--- src/rtl/serializer_pkg.sv ---
// Shared definitions for the serial link (serializer / deserializer pair).
package serializer_pkg;

   // Default word width used by both ends of the link.
   localparam int SER_DATA_WIDTH = 8;

   // Transmitter control states.
   typedef enum logic {
      IDLE  = 1'b0,
      SHIFT = 1'b1
   } ser_state_t;

endpackage : serializer_pkg

--- src/rtl/serializer.sv ---
// Parallel-to-serial transmitter for the 100 kHz domain.
// Words enter a one-deep holding register through a ready/load handshake.
// They then move into a shift register that emits one bit per unstalled
// cycle on data_out, qualified by a registered write_out strobe. A word held
// before the last bit's edge follows the current word with no gap.
module serializer
   import serializer_pkg::*;
#(
   parameter int DATA_WIDTH = SER_DATA_WIDTH,
   parameter bit MSB_FIRST  = 1'b1
) (
   input  logic                  clock_100k,
   input  logic                  reset,
   input  logic [DATA_WIDTH-1:0] data_in,
   input  logic                  load_in,
   output logic                  ready_out,
   input  logic                  hold_in,
   output logic                  data_out,
   output logic                  write_out,
   output logic                  byte_done_out,
   output logic                  busy_out
);

   localparam int CNT_W = (DATA_WIDTH > 1) ? $clog2(DATA_WIDTH) : 1;
   localparam logic [CNT_W-1:0] LAST_CNT = CNT_W'(DATA_WIDTH - 1);

   ser_state_t            state_reg;
   ser_state_t            state_next;

   logic [DATA_WIDTH-1:0] hold_reg;
   logic                  hold_full_reg;
   logic [DATA_WIDTH-1:0] shift_reg;
   logic [CNT_W-1:0]      cnt_reg;
   logic                  data_reg;
   logic                  write_reg;
   logic                  byte_done_reg;

   // Decoded per-cycle control
   logic                  accept;      // capture data_in into the holding register
   logic                  emit;        // send one bit this edge
   logic                  last_bit;    // the bit being sent is the word's final bit
   logic                  load_shift;  // holding register moves to the shift register
   logic                  next_bit;    // bit presented by the shift register

   // State register
   always_ff @(posedge clock_100k) begin
      if (reset) begin
         state_reg <= IDLE;
      end else begin
         state_reg <= state_next;
      end
   end

   // Next-state logic: start when a word is held, stop after the last bit unless another is queued
   always_comb begin
      state_next = state_reg;
      case (state_reg)
         IDLE: begin
            if (hold_full_reg) begin
               state_next = SHIFT;
            end
         end
         SHIFT: begin
            if (last_bit && !hold_full_reg) begin
               state_next = IDLE;
            end
         end
         default: state_next = IDLE;
      endcase
   end

   // Output / control decode from the current state
   always_comb begin
      busy_out   = (state_reg != IDLE);
      ready_out  = !hold_full_reg;
      accept     = load_in && !hold_full_reg;
      emit       = (state_reg == SHIFT) && !hold_in;
      last_bit   = emit && (cnt_reg == LAST_CNT);
      load_shift = hold_full_reg && ((state_reg == IDLE) || last_bit);
      next_bit   = MSB_FIRST ? shift_reg[DATA_WIDTH-1] : shift_reg[0];
   end

   // Holding register: accept only when empty; a transfer empties it.
   // Accept and transfer are mutually exclusive because they need opposite hold_full values.
   always_ff @(posedge clock_100k) begin
      if (reset) begin
         hold_reg      <= '0;
         hold_full_reg <= 1'b0;
      end else if (accept) begin
         hold_reg      <= data_in;
         hold_full_reg <= 1'b1;
      end else if (load_shift) begin
         hold_full_reg <= 1'b0;
      end
   end

   // Shift register and bit counter; a reload takes priority over shifting on the last-bit edge
   always_ff @(posedge clock_100k) begin
      if (reset) begin
         shift_reg <= '0;
         cnt_reg   <= '0;
      end else if (load_shift) begin
         shift_reg <= hold_reg;
         cnt_reg   <= '0;
      end else if (emit) begin
         if (MSB_FIRST) begin
            shift_reg <= {shift_reg[DATA_WIDTH-2:0], 1'b0};
         end else begin
            shift_reg <= {1'b0, shift_reg[DATA_WIDTH-1:1]};
         end
         cnt_reg <= cnt_reg + 1'b1;
      end
   end

   // Registered serial outputs; data_out keeps its last value whenever no bit is emitted
   always_ff @(posedge clock_100k) begin
      if (reset) begin
         data_reg      <= 1'b0;
         write_reg     <= 1'b0;
         byte_done_reg <= 1'b0;
      end else begin
         write_reg     <= emit;
         byte_done_reg <= last_bit;
         if (emit) begin
            data_reg <= next_bit;
         end
      end
   end

   assign data_out      = data_reg;
   assign write_out     = write_reg;
   assign byte_done_out = byte_done_reg;

endmodule : serializer

--- config.mk ---
export PLATFORM = sky130hd
export DESIGN_NAME = serializer
export DESIGN_NICKNAME = d
export VERILOG_FILES = /design/src/rtl/serializer_pkg.sv /design/src/rtl/serializer.sv
export SDC_FILE = /design/constraint.sdc
export NUM_CORES = 1
export LEC_CHECK = 0
export CORE_UTILIZATION = 50
export DETAILED_ROUTE_END_ITERATION = 7
export PLACE_DENSITY = 0.8
export RECOVER_POWER = 25
export SLEW_MARGIN = 25
export SYNTH_ARGS = -nofsm -noshare
export SYNTH_HDL_FRONTEND = slang
export SYNTH_SLANG_ARGS = --single-unit
--- constraint.sdc ---
create_clock -name clock_100k -period 1.7 [get_ports clock_100k]
set_input_delay 0.255 -clock clock_100k [delete_from_list [all_inputs] [get_ports clock_100k]]
set_output_delay 0.255 -clock clock_100k [all_outputs]
set_load 0.05 [all_outputs]
==> out/qor.yml <==
logic_synthesis:
  syn-num-nets: 109
  synth_edf_count: 0
  synth-seq-cells: 24
  synth_cell_types: 21
  ys_seq_area_share_pct: 47.7
  syn_inst: 95
  yosysWarnings: 0
  synth_ff_type: "dfxtp_1"
  syn_area_sq_um: 1010
  async_reset_ff_share_pct: 0
  synth.avg_cell_area_sq_um: 10.6
setup_path:
  crit_type: "reg2reg"
  end_kind: "flip-flop"
  path_max_fanout: 10
  arrival_ps: 1780
  reg2regPathDepth: 5
  cp_data_required_time_ps: 1950
  worstSetupStartpointType: "flip-flop"
cts:
  cts_resized: 0
  cts.clk_slew.worst_paths_ps: 140
  htreeDepth: 1
  clk_latency_ps: 330
  cts_max_path_buffers: 2
  cts_buffers: 3
  numClockSinks: 24
  post-cts-setup-buffers: 0
  ctsHoldBuffers: 0
  cts_tree: "yes"
  cts_root_buf: "clkbuf_4"
floorplanning:
  dieArea_sq_um: 2200
  start_util_pct: 55.9
  num_io_pins: 17
  fp.coreArea_sq_um: 1800
  die_h_um: 46.9
  die_w_um: 46.9
  num_rows: 15
sta:
  fin_ws_ps: 176
  drv_slew: 0
  finalHoldViolations: 0
  finalSetupViolations: 0
  max_clock_freq_mhz: 656
  tightest_slew_ps: 739
  tns_ps: 0
  min_period_ps: 1520
  grt_setup_unrepaired: "false"
  finalClockSkew_ps: 12.2
  max_slew_margin_pct: 50.7
  post-route-period-util_pct: 89.7
layout:
  fin_nets: 126
  diodes: 0
  multi_input_comb_area_sq_um: 452
  utilization_pct: 67.4
  fillers: 165
  layout-drive-gt1-share_pct: 9.91
  area_delta_synth_final_pct: 20.6
  regArea_sq_um: 480
  fin_cells: 136
place:
  finalWeightedCongestion: 0.736
  place_ws_ps: 73.9
  portBuffers: 16
  dp_hpwl_um: 1350
  place_inst: 132
global_route:
  grt_max_degree: 15
  antenna_found_initial: 0
  grt_pass1_vias: 696
  grt_usage_pct: 21.0
  gr-total-overflow: 0
  grt_pass1_wl_um: 3110
hold_path:
  hold_path.class: "reg2reg"
  hold_depth: 2
pwr:
  power_frac_clock_pct: 34.0
  p_int_w: 0.000931
  p_sw_w: 0.000297
  combPwrFrac_pct: 15.5
  ir_drop_uv: 591
  power_w: 0.00123
  pwr-share-seq_pct: 50.5
  leakagePower_nw: 0.536
  p_per_area_nw_per_um2: 1010
  swShare_pct: 24.2
route:
  wire_per_inst_um: 13.6
  ant_nets: 0
  firstDrtPassIters: 4
  drc: 0
  vias: 746
  drt-vias-per-instance: 5.49
  wl_um: 1850
  drt_iter0_drc: 14
run_status:
  status: "completed"
job:
  cap_violations: 0
==> layout by cell type, fill, tap and decap left out <==
cell type        Yosys  final
buf_4                0      4
o2111ai_1            1      1
a211oi_1            14     14
nor3_1               4      4
mux2i_1             18     18
nor2b_1              1      1
and2_1               1      1
o21ai_1              1      1
inv_1                2      2
buf_12               1      2
nand2b_1             1      2
a21o_4               1      1
clkbuf_4             0      3
dlygate4sd3_1        0      1
bufinv_16            0      1
clkdlybuf4s50_1      0     10
a21oi_1              2      2
dfxtp_1             24     24
nand2_1              1      1
nor2_1              12     12
xor2_1               1      1
clkbuf_1             2      3
ha_1                 2      2
==> cell usage after synthesis, types with 2 or more instances <==
cell / n / area, sq um
dfxtp_1: 24 / 480
mux2i_1: 18 / 180
a211oi_1: 14 / 105
nor2_1: 12 / 45.0
nor3_1: 4 / 20.0
buf_2: 3 / 15.0
a21oi_1: 2 / 10.0
buf_6: 2 / 22.5
clkbuf_1: 2 / 7.51
ha_1: 2 / 25.0
inv_1: 2 / 7.51
==> kinds of logic (layout without fill, tap and decap cells) <==
kind of cell,Yosys count,after routing,synth area share [%]
AO/OA/AOI/OAI,19,19,14.3
AND/OR/NAND/NOR,21,21,9.57
buffers and inverters,10,26,7.21
XOR/XNOR,1,1,0.870
adder cells (fa/ha/maj),2,2,2.48
flip-flops,24,24,47.7
multiplexers,18,18,17.9
==> power groups by stage <==
stage	sequential [W]	clock [W]	combinational [W]
final	0.000620	0.000417	0.000191
after global placement	0.000631	0	0.000187
after global routing	0.000624	0.000445	0.000207
after floorplan	0.000639	0	0.000119
after detailed placement	0.000632	0	0.000193
after CTS	0.000621	0.000426	0.000194
==> path summary, 6_finish.rpt <==
path / start / endpoint / slack, ps
max: cnt_reg[1] / shift_reg[4] / 180
min: hold_reg[0] / shift_reg[0] / 480
max reg2reg: cnt_reg[1] / shift_reg[4] / 180
min reg2reg: hold_reg[0] / shift_reg[0] / 480
==> critical path: stages (launching register included) <==
cell and delay, ps:
dfxtp_1 370, ha_1 150, ha_1 150, nand2b_1 240, a21o_4 330, a211oi_1 210
==> metal layers <==
layer,routed length (um),global-route usage (%)
met5,0,0
met4,46,12.0
met3,66,5.77
met2,925,33.3
met1,811,25.6
==> through the flow <==
| stage | area, sq um | hold slack [ps] |
|---|---|---|
| after floorplan | 1010 | 334 |
| after global placement | 1180 | 453 |
| after detailed placement | 1180 | 466 |
| after CTS | 1230 | 482 |
| after global routing | 1210 | 494 |
| final | 1210 | 475 |
==> cell type report <==
cell class,count,share of cell area (%)
flip-flops and latches,24,39.5
inverters,2,0.618
clock inverters,1,2.47
well taps,25,2.57
multi-input cells,61,37.2
clock buffers,3,1.85
repair buffers,20,15.8
Note: power is estimated with default switching activity, not from simulation.
